<file path="src/rtl/srl_fifo.sv">
// ---------------------------------------------------------------------------
// srl_fifo
//   First-word-fall-through FIFO whose storage is a plain shift register with
//   no reset, so synthesis can map it onto SRL primitives. New words always
//   enter at entry 0, and the oldest word sits at entry count-1. A read
//   therefore only decrements the occupancy and never moves data.
//
// Ports
//   clk          : rising-edge clock
//   rst          : synchronous, active-high reset (wins over wr_en / rd_en)
//   wr_en        : write request
//   wr_data      : write word (C_DATA_WIDTH bits)
//   rd_en        : read (pop) request
//   rd_data      : oldest stored word, valid whenever empty = 0
//   empty        : occupancy == 0                       (registered)
//   full         : occupancy == C_DEPTH                 (registered)
//   almost_full  : occupancy >= C_AFULL_THRESH          (registered)
//   count        : current occupancy, $clog2(C_DEPTH)+1 bits (registered)
//   overflow     : one-cycle pulse after a write rejected because full
//   underflow    : one-cycle pulse after a read rejected because empty
//
// Handshake: a write is accepted on a rising edge where wr_en = 1 and
// full = 0; a read is accepted on a rising edge where rd_en = 1 and
// empty = 0. Both flags are registered, so acceptance never depends
// combinationally on the request inputs of the same cycle. Requests made
// against the opposing flag are dropped and reported by overflow/underflow
// in the following cycle.
// ---------------------------------------------------------------------------
module srl_fifo #(
    parameter int C_DATA_WIDTH   = 16,
    parameter int C_DEPTH        = 16,
    parameter int C_AFULL_THRESH = C_DEPTH - 2
) (
    input  logic                       clk,
    input  logic                       rst,
    input  logic                       wr_en,
    input  logic [C_DATA_WIDTH-1:0]    wr_data,
    input  logic                       rd_en,
    output logic [C_DATA_WIDTH-1:0]    rd_data,
    output logic                       empty,
    output logic                       full,
    output logic                       almost_full,
    output logic [$clog2(C_DEPTH):0]   count,
    output logic                       overflow,
    output logic                       underflow
);

    localparam int AW = $clog2(C_DEPTH);

    localparam logic [AW:0]   DEPTH_C = (AW+1)'(C_DEPTH);
    localparam logic [AW:0]   AFULL_C = (AW+1)'(C_AFULL_THRESH);
    localparam logic [AW:0]   ONE_C   = (AW+1)'(1);
    localparam logic [AW-1:0] ONE_IDX = AW'(1);

    // Storage: deliberately no reset so it stays SRL-mappable.
    logic [C_DATA_WIDTH-1:0] mem_q [C_DEPTH];

    logic [AW:0]   count_q, count_d;
    logic          empty_q, full_q, afull_q;
    logic          overflow_q, underflow_q;
    logic          wr_ok, rd_ok;
    logic [AW-1:0] rd_idx;

    // Acceptance uses only registered flags; reset suppresses both.
    always_comb begin
        wr_ok   = wr_en & ~full_q  & ~rst;
        rd_ok   = rd_en & ~empty_q & ~rst;
        count_d = count_q;
        if (wr_ok && !rd_ok) begin
            count_d = count_q + ONE_C;
        end else if (rd_ok && !wr_ok) begin
            count_d = count_q - ONE_C;
        end
    end

    // Shift only on an accepted write; a read never disturbs storage.
    always_ff @(posedge clk) begin
        if (wr_ok) begin
            mem_q[0] <= wr_data;
            for (int i = 1; i < C_DEPTH; i++) begin
                mem_q[i] <= mem_q[i-1];
            end
        end
    end

    always_ff @(posedge clk) begin
        if (rst) begin
            count_q     <= '0;
            empty_q     <= 1'b1;
            full_q      <= 1'b0;
            afull_q     <= 1'b0;
            overflow_q  <= 1'b0;
            underflow_q <= 1'b0;
        end else begin
            count_q     <= count_d;
            empty_q     <= (count_d == '0);
            full_q      <= (count_d == DEPTH_C);
            afull_q     <= (count_d >= AFULL_C);
            overflow_q  <= wr_en & full_q;
            underflow_q <= rd_en & empty_q;
        end
    end

    // Oldest word lives at count-1. At count == C_DEPTH the low AW bits are
    // zero, so the subtraction wraps to C_DEPTH-1, which is the right entry.
    // At count == 0 the index is meaningless, which is fine because rd_data
    // is don't-care while empty.
    assign rd_idx  = count_q[AW-1:0] - ONE_IDX;
    assign rd_data = mem_q[rd_idx];

    assign empty       = empty_q;
    assign full        = full_q;
    assign almost_full = afull_q;
    assign count       = count_q;
    assign overflow    = overflow_q;
    assign underflow   = underflow_q;

endmodule

</file>
<file path="config.mk">
export PLATFORM = sky130hd
export DESIGN_NAME = srl_fifo
export DESIGN_NICKNAME = d
export VERILOG_FILES = /design/src/rtl/srl_fifo.sv
export SDC_FILE = /design/constraint.sdc
export NUM_CORES = 1
export LEC_CHECK = 0
export ABC_AREA = 1
export CAP_MARGIN = 40
export CORE_MARGIN = 3
export CORE_UTILIZATION = 44
export DETAILED_ROUTE_END_ITERATION = 10
export GPL_TIMING_DRIVEN = 0
export PLACE_DENSITY_LB_ADDON = 0.15
export SETUP_SLACK_MARGIN = 0.2
export SYNTH_ARGS = -nofsm -noshare
export SYNTH_HDL_FRONTEND = slang
export SYNTH_SLANG_ARGS = --single-unit
</file>
<file path="constraint.sdc">
create_clock -name clk -period 22.1 [get_ports clk]
set_input_delay 5.525 -clock clk [delete_from_list [all_inputs] [get_ports clk]]
set_output_delay 5.525 -clock clk [all_outputs]
set_load 0.02 [all_outputs]
</file>
==> Word level (Yosys, flattened, before mapping) <==
Memory sizes are Yosys's and may differ from the RTL's.
Index checks and enable logic that the tools add are counted.
Widths: inputs -> output; s select.
{ "totals": {"register_bits": 10, "mem_bits_rw": 256, "out_inout_bits": 26, "word_cells": 30, "memories": 1} }
{ "mem_list": {"columns": ["memory", "words", "width", "rd", "rd_ports_with_merged_regs", "write_ports", "line_no", "rtl"], "rows": [
  ["mem_q", 16, 16, 16, 0, 16, "56", "logic [C_DATA_WIDTH-1:0] mem_q [C_DEPTH];"]
]} }
{ "classes": {"addsub": 3, "magnitude_cmp": 1, "n_eq_ne": 1, "muxes": 4, "bitwise_logic": 9, "reduce_logical": 5} }
{ "ops": {"columns": ["cell", "count"], "rows": [
  ["$mux 5", 2],
  ["$and 1x1->1", 6],
  ["$add 5x1->5 const B", 1],
  ["$eq 5x5->1 const B", 1],
  ["$ge 5x4->1 const B", 1],
  ["$logic_not 5->1", 1],
  ["$sub 5x1->5 const B", 1],
  ["$sub 4x1->4 const B", 1],
  ["$not 1->1", 3],
  ["$logic_and 1x1->1", 2],
  ["$logic_not 1->1", 2],
  ["$mux 1", 2]
]} }

==> Logic depth before layout (Yosys ltp) <==
Gate-level depths: netlist (run 1).
{ "depth": {"ltp_word": 8, "mapped_depth": 12} }

==> Worst setup path after synthesis (run 1) <==
No wires, ideal clock.
{ "synth_path": {"path_type": "input port to flip-flop", "start": "input wr_en", "end": "register full_q (netlist: full)", "setup_time_ps": 64, "arrival_time_ps": 17178, "required_ps": 22036, "setup_slack_ps": 4857, "cell_stages": 8, "path_cell_list": "nand2_1 -> nor2_1 -> nand3_1 -> nand2_1 -> nor2_1 -> nor2_1 -> nand2_1 -> nor2_1"} }
{ "synth_between": {"elab_chain_len": 7} }
{ "synth_rtl": {"columns": ["element", "line_no", "rtl"], "rows": [
  ["start, declared", "36", "input logic wr_en,"],
  ["$and 1x1->1 (*) (2 in series)", "66", "wr_ok = wr_en & ~full_q & ~rst;"],
  ["net wr_ok", "61", "logic wr_ok, rd_ok;"],
  ["$logic_not 1->1", "71", "end else if (rd_ok && !wr_ok) begin"],
  ["$logic_and 1x1->1", "71", null],
  ["$mux 5", "71", null],
  ["$mux 5 (*)", "69", "if (wr_ok && !rd_ok) begin"],
  ["$eq 5x5->1 (*)", "97", "full_q <= (count_d == DEPTH_C);"],
  ["end signal, assigned", "97", null],
  ["end, declared", "59", "logic empty_q, full_q, afull_q;"]
]} }
The timed path passes the listed nets; every way through them passes the cells marked *.
A chain may end at the register's enable or synchronous reset.

==> Worst setup path in the final report (run 1) <==
{ "layout_path": {"start": "register count_q[0] (netlist: count[0])", "end": "output rd_data[13]"} }
{ "layout_between": {"elab_chain_len": 2} }
{ "layout_rtl": {"columns": ["element", "line_no", "rtl"], "rows": [
  ["start, declared", "58", "logic [AW:0] count_q, count_d;"],
  ["start signal, assigned", "95", "count_q <= count_d;"],
  ["$sub 4x1->4", "108", "assign rd_idx = count_q[AW-1:0] - ONE_IDX;"],
  ["$mem_v2 16x16", null, null],
  ["end, declared", "39", "output logic [C_DATA_WIDTH-1:0] rd_data,"]
]} }
Every way passes these cells.

==> results of run 1 <==
==> metrics by stage <==
stage	hold WS, ps	cells	area, um2
6_report	441	1219	12400
5_1_grt	447	1218	12400
4_1_cts	443	1218	12400
3_5_place_dp	429	1169	11600
3_3_place_gp	421	1160	11400
2_1_floorplan	421	796	10600
==> worst max-delay path, delay by kind of cell, from the launching register on <==
kind            cells  cell delay [ps]
buf+inv             7             2290
compound gates      3              650
flops               1              560
fa+ha+maj           1              300
simple gates        1              150
==> final timing paths <==
path | from | to | slack (ps) | cells after the start
worst max register to register | count[0] | empty | 19370 | 12
worst min-delay path | mem_q[1][5] | mem_q[2][5] | 440 | 0
worst max-delay path | count[0] | rd_data[13] | 12060 | 12
worst min register to register | mem_q[1][5] | mem_q[2][5] | 440 | 0
==> cells by family (layout without fill, tap and decap cells) <==
kind of cell,after synthesis,in the layout,synth area share
AO/OA/AOI/OAI,227,227,0.126
XOR/XNOR,2,2,0.00237
adder cells (fa/ha/maj),2,2,0.00237
buffers and inverters,67,170,0.0355
flip-flops,266,266,0.746
other,0,1,0
AND/OR/NAND/NOR,232,232,0.0877
==> per-layer routing <==
layer | track usage | vias up
met5 | 0 | -
met4 | 0.0641 | 0
met3 | 0.0262 | 52
met2 | 0.302 | 241
met1 | 0.272 | 3218
li1 | - | 3136
==> cells in the final DEF, fill, tap and decap left out, types with 14 or more instances in the layout <==
cell / Yosys / final
clkdlybuf4s50_1: 0 / 45
o21ai_0: 95 / 95
o22ai_1: 32 / 32
nand2_1: 38 / 38
clkbuf_16: 0 / 28
nor2_1: 170 / 169
o21ai_1: 34 / 34
buf_2: 15 / 15
nand3_1: 14 / 14
edfxtp_1: 256 / 256
clkbuf_1: 19 / 27
o211ai_1: 64 / 64
==> power by group through the flow <==
stage                     Sequential, uW  Combinational (uW)  Clock (uW)
after global placement               610                 219           0
after global routing                 591                 247         440
after floorplan                      606                 129           0
after CTS                            589                 229         420
after detailed placement             599                 227           0
final                                589                 228         411
==> sequential cells by signal (all words and copies together) (netlist names) <==
name / cells
underflow: 1
full: 1
almost_full: 1
mem_q: 256
empty: 1
overflow: 1
count: 5
==> area by class of cell <==
cell class | count | area (um2) | area share
inverters | 15 | 56.3 | 0.00453
well taps | 319 | 399 | 0.0321
diodes | 1 | 2.50 | 0.000201
plain buffers | 52 | 319 | 0.0257
multi-input cells | 463 | 2320 | 0.187
clock inverters | 13 | 63.8 | 0.00513
repair buffers | 54 | 646 | 0.0520
clock buffers | 36 | 731 | 0.0588
flip-flops and latches | 266 | 7890 | 0.635
==> flow_metrics.py, run 1 <==
metrics = {
    "routing": {
        "vias": 6647,
        "wl_met3_um": 1340,
        "antenna_left": 0,
        "drtIter0Drc": 685,
        "m1WireLength_um": 10900,
        "wirelength_um": 24700,
        "met2_wirelength_um": 11500,
        "first_pass_iters": 6,
        "routed.top_layer": "met4",
        "post-route-drc-count": 0,
        "drt-wirelength-per-cell_um": 20.2,
        "viasPerCell": 5.45,
    },
    "critical_path": {
        "critical_path_class": "flip-flop to output port",
        "path_cells": "inv_2, buf_6, buf_2, ha_1, buf_2, inv_1, clkbuf_1, o21ai_1, o22ai_1, o211ai_1, nand2_1, clkdlybuf4s50_1",
        "critPathLaunchType": "flip-flop",
        "cp-end-kind": "output port",
        "arrival_ps": 4510,
        "slowest_stage": "clkdlybuf4s50_1",
        "critical_path.max_stage_delay_ps": 610,
        "cp.required_ps": 16580,
        "cpMostUsedCell": "buf_2",
        "path_max_fanout": 10,
    },
    "logic_synthesis": {
        "ys_types": 27,
        "yosys.area.top_type_share": 0.727,
        "synth_ff_type": "edfxtp_1",
        "yosys.area.top_type": "edfxtp_1",
        "async_reset_ff_frac": 0,
        "synth_area_um2": 10600,
        "synth.most_common_cell": "edfxtp_1",
        "syn-num-nets": 818,
        "synthCells": 796,
        "synth_edf_count": 256,
        "seq_area_frac_synth": 0.746,
        "synth.area.top_cells": "edfxtp_1, nor2_1, o211ai_1",
        "ys_ff_latch": 266,
        "syn_avg_cell_area_um2": 13.3,
        "synthTopCellsByCount": "edfxtp_1, nor2_1, o21ai_0",
        "ys_warn_count": 0,
    },
    "timing": {
        "final_hold_viol_count": 0,
        "layout_min_cycle_time_ps": 10040,
        "rsz0062_at_grt": "no",
        "setup_tns_ps": 0,
        "finalSetupViolCount": 0,
        "relSlewSlack": 0.603,
        "fin_ws_ps": 12060,
        "fmax_mhz": 99.6,
        "worst_pin_slew_ps": 595,
        "clock_skew_ps": 19.1,
        "post-route-period-util": 0.454,
        "slew_violations": 0,
    },
    "die": {
        "row_count": 56,
        "core_region_area_um2": 23500,
        "die_area_um2": 25900,
        "die_w_um": 161,
        "die_h_um": 161,
        "start_util": 0.449,
        "ios": 46,
    },
    "power_and_ir_drop": {
        "comb_power_share": 0.186,
        "clkPwrFrac": 0.335,
        "switching_power_uw": 339,
        "leakagePower_uw": 0.00420,
        "powerDensity_nw_per_um2": 98.9,
        "p_total_uw": 1230,
        "switching_share": 0.276,
        "seqPwrFrac": 0.479,
        "p_int_uw": 889,
        "ir_drop_mv": 0.0598,
    },
    "placement": {
        "numPortBuffers": 45,
        "place_congestion": 0.881,
        "pre_cts_ws_ps": 12650,
        "hpwlAfterDp_um": 17300,
    },
    "status": {
        "status": "complete, no violations",
    },
    "clock_network": {
        "cts_hold_buf": 0,
        "cts_tree": "done",
        "clk_latency_ps": 550,
        "cts_resized": 0,
        "cts_sinks": 266,
        "clock_path_buffers": 3,
        "h-tree-depth": 1,
        "clkSlewWorstSetupHoldPaths_ps": 60,
        "cts-root-buf": "clkbuf_16",
        "cts_buffers": 28,
        "post_cts_buffers": 0,
    },
    "layout": {
        "layout-drive-gt1-share": 0.0934,
        "fill_cells": 2048,
        "fin_util": 0.528,
        "area_growth_pct": 17.5,
        "final_nets": 902,
    },
    "grt": {
        "antenna_found_initial": 0,
        "grt_max_degree": 34,
        "grt_pass1_wl_um": 38400,
        "grt-ovfl-total": 0,
        "grtUsageTotal": 0.190,
        "grt_pass1_vias": 6613,
    },
    "flow_run": {
        "drv_cap": 0,
    },
    "min_path": {
        "worstHoldPathType": "flip-flop to flip-flop",
    },
}
(Power assumes the default switching activity.)
==> run 2: changes to the inputs <==
clock period = 8.05 ns   (was 22.1 ns; I/O delays follow)
==> run 2 against run 1 <==
  * Utilization is 0.31 points higher
  * Power grew to 2.8 times the previous value
  * Cell count is 0.25% higher
  * Count of clock-buffer cells in the layout stayed put
  * First-iteration DRC count is 5.3% lower
  * Clock power grew to 2.9 times the previous value
  * Register-to-register slack worse by 14000 ps
  * Non-clock buffer count stayed put
  * Final area is 0.58% higher
  * Critical path depth stayed put
  * Via count is 0.60% higher
  * Critical endpoint unchanged
  * Largest cell class unchanged
  * Highest routed layer unchanged
==> flow_metrics.py, run 2 (same netlist as run 1, synthesis figures left out) <==
metrics = {
    "status": {
        "status": "complete, no violations",
    },
    "critical_path": {
        "r2r_cells": 11,
        "r2r-end": "almost_full",
        "critical_path_class": "flip-flop to output port",
        "path_cells": "inv_2, buf_6, buf_2, ha_1, buf_2, inv_1, clkbuf_1, o21ai_1, o22ai_1, o211ai_1, nand2_1, clkdlybuf4s50_1",
        "rr_startpoint": "count[0]",
        "cp-end-kind": "output port",
        "slowest_stage": "clkdlybuf4s50_1",
        "critical_path.max_stage_delay_ps": 620,
        "reg2reg_slack_ps": 5310,
        "critPathLaunchType": "flip-flop",
        "path_max_fanout": 10,
        "cp.required_ps": 6040,
        "arrival_ps": 4500,
        "cpMostUsedCell": "buf_2",
    },
    "clock_network": {
        "clkSlewWorstSetupHoldPaths_ps": 60,
        "h-tree-depth": 1,
        "cts_buffers": 28,
        "cts-root-buf": "clkbuf_16",
        "cts_hold_buf": 0,
        "clock_path_buffers": 3,
        "cts_tree": "done",
        "clk_latency_ps": 550,
        "post_cts_buffers": 0,
        "cts_sinks": 266,
        "cts_resized": 0,
    },
    "layout": {
        "largest_reg_flops": 256,
        "fin_util": 0.531,
        "area_growth_pct": 18.2,
        "top_register": "mem_q",
        "final_cell_mix": "edfxtp_1, nor2_1, o21ai_0",
        "fill_cells": 2036,
        "fin_cells": 1222,
        "layout-drive-gt1-share": 0.0965,
        "final_nets": 902,
        "final_common_cell": "edfxtp_1",
    },
    "placement": {
        "place_congestion": 0.875,
        "hpwlAfterDp_um": 17300,
        "numPortBuffers": 45,
        "dpl.cell_count": 1169,
    },
    "grt": {
        "grt-ovfl-total": 0,
        "antenna_found_initial": 0,
        "grt_pass1_wl_um": 38200,
        "grtUsageTotal": 0.190,
        "grt_pass1_vias": 6514,
        "grt_max_degree": 33,
    },
    "routing": {
        "wirelength_um": 24800,
        "drtIter0Drc": 649,
        "antenna_left": 0,
        "first_pass_iters": 7,
        "viasPerCell": 5.47,
        "drt-wirelength-per-cell_um": 20.3,
        "vias": 6687,
        "post-route-drc-count": 0,
    },
    "timing": {
        "relSlewSlack": 0.387,
        "clock_skew_ps": 16.9,
        "post-route-period-util": 0.809,
        "rsz0062_at_grt": "no",
        "layout_min_cycle_time_ps": 6510,
        "finalSetupViolCount": 0,
        "slew_violations": 0,
        "fmax_mhz": 154,
        "final_hold_viol_count": 0,
        "worst_pin_slew_ps": 918,
    },
    "power_and_ir_drop": {
        "seqPwrFrac": 0.467,
        "comb_power_share": 0.182,
        "ir_drop_mv": 0.177,
        "leakagePower_uw": 0.00424,
        "p_total_uw": 3460,
        "switching_share": 0.275,
        "clkPwrFrac": 0.351,
        "switching_power_uw": 949,
        "powerDensity_nw_per_um2": 277,
        "p_int_uw": 2510,
    },
    "flow_run": {
        "drv_cap": 0,
    },
    "die": {
        "die_h_um": 161,
        "start_util": 0.449,
        "row_count": 56,
        "core_region_area_um2": 23500,
        "die_area_um2": 25900,
        "die_w_um": 161,
        "ios": 46,
    },
    "min_path": {
        "whs_path_depth": 0,
        "worstHoldPathType": "flip-flop to flip-flop",
        "whs_endpoint": "mem_q[3][3]",
        "min_from": "mem_q[2][3]",
    },
}
-- run 2: cell count changes in the layout (fill, tap and decap cells not counted) --
cell / change
bufinv_16: +2
buf_16: +1
buf_12: -1
clkinv_2: +1
-- run 2: stage by stage --
step	setup TNS (ps)	setup slack, ps	hold WS [ps]	area [um2]
final	0	1540	437	12500
after global routing	0	1320	444	12500
after floorplan	0	1530	421	10600
after detailed placement	0	2090	428	11600
after CTS	0	1500	440	12500
after global placement	-37710	-422	422	11400
-- run 2: worst max path at each step --
stage               startpoint          end  depth (start not counted)
floorplan                wr_en         full                          8
global placement           rst        empty                          8
detailed placement    count[0]  rd_data[13]                         12
CTS                   count[0]  rd_data[13]                         12
global route          count[0]  rd_data[13]                         12
finish                count[0]  rd_data[13]                         12
-- run 2: cell type report --
cell class / instances / area (um2) / area share
Timing Repair Buffer: 54 / 653 / 0.0523
Tap cell: 319 / 399 / 0.0319
Clock inverter: 16 / 129 / 0.0103
Inverter: 15 / 56.3 / 0.00450
Clock buffer: 36 / 731 / 0.0585
Antenna cell: 1 / 2.50 / 0.000200
Sequential cell: 266 / 7890 / 0.631
Multi-Input combinational cell: 463 / 2320 / 0.186
Buffer: 52 / 319 / 0.0255
-- run 2: power groups by stage --
stage | Clock (uW) | Combinational, uW | Sequential, uW
after global routing | 1290 | 675 | 1620
after global placement | 0 | 602 | 1650
after CTS | 1240 | 628 | 1620
after floorplan | 0 | 353 | 1640
after detailed placement | 0 | 624 | 1640
final | 1210 | 629 | 1620
-- run 2: critical path: cells and delay by family, from the launching register on --
family                     cells  cell delay (ps)
adders and majority gates      1              300
AOI/OAI and AO/OA              3              610
DFF                            1              570
and+or+nand+nor                1              150
buffers and inverters          7             2320
-- run 2: routing by layer --
metal,GRT usage,part of all wire,up-vias
li1,-,-,3148
met1,0.269,0.43,3232
met2,0.297,0.47,255
met3,0.0351,0.066,52
met4,0.0677,0.035,0
met5,0,0,-
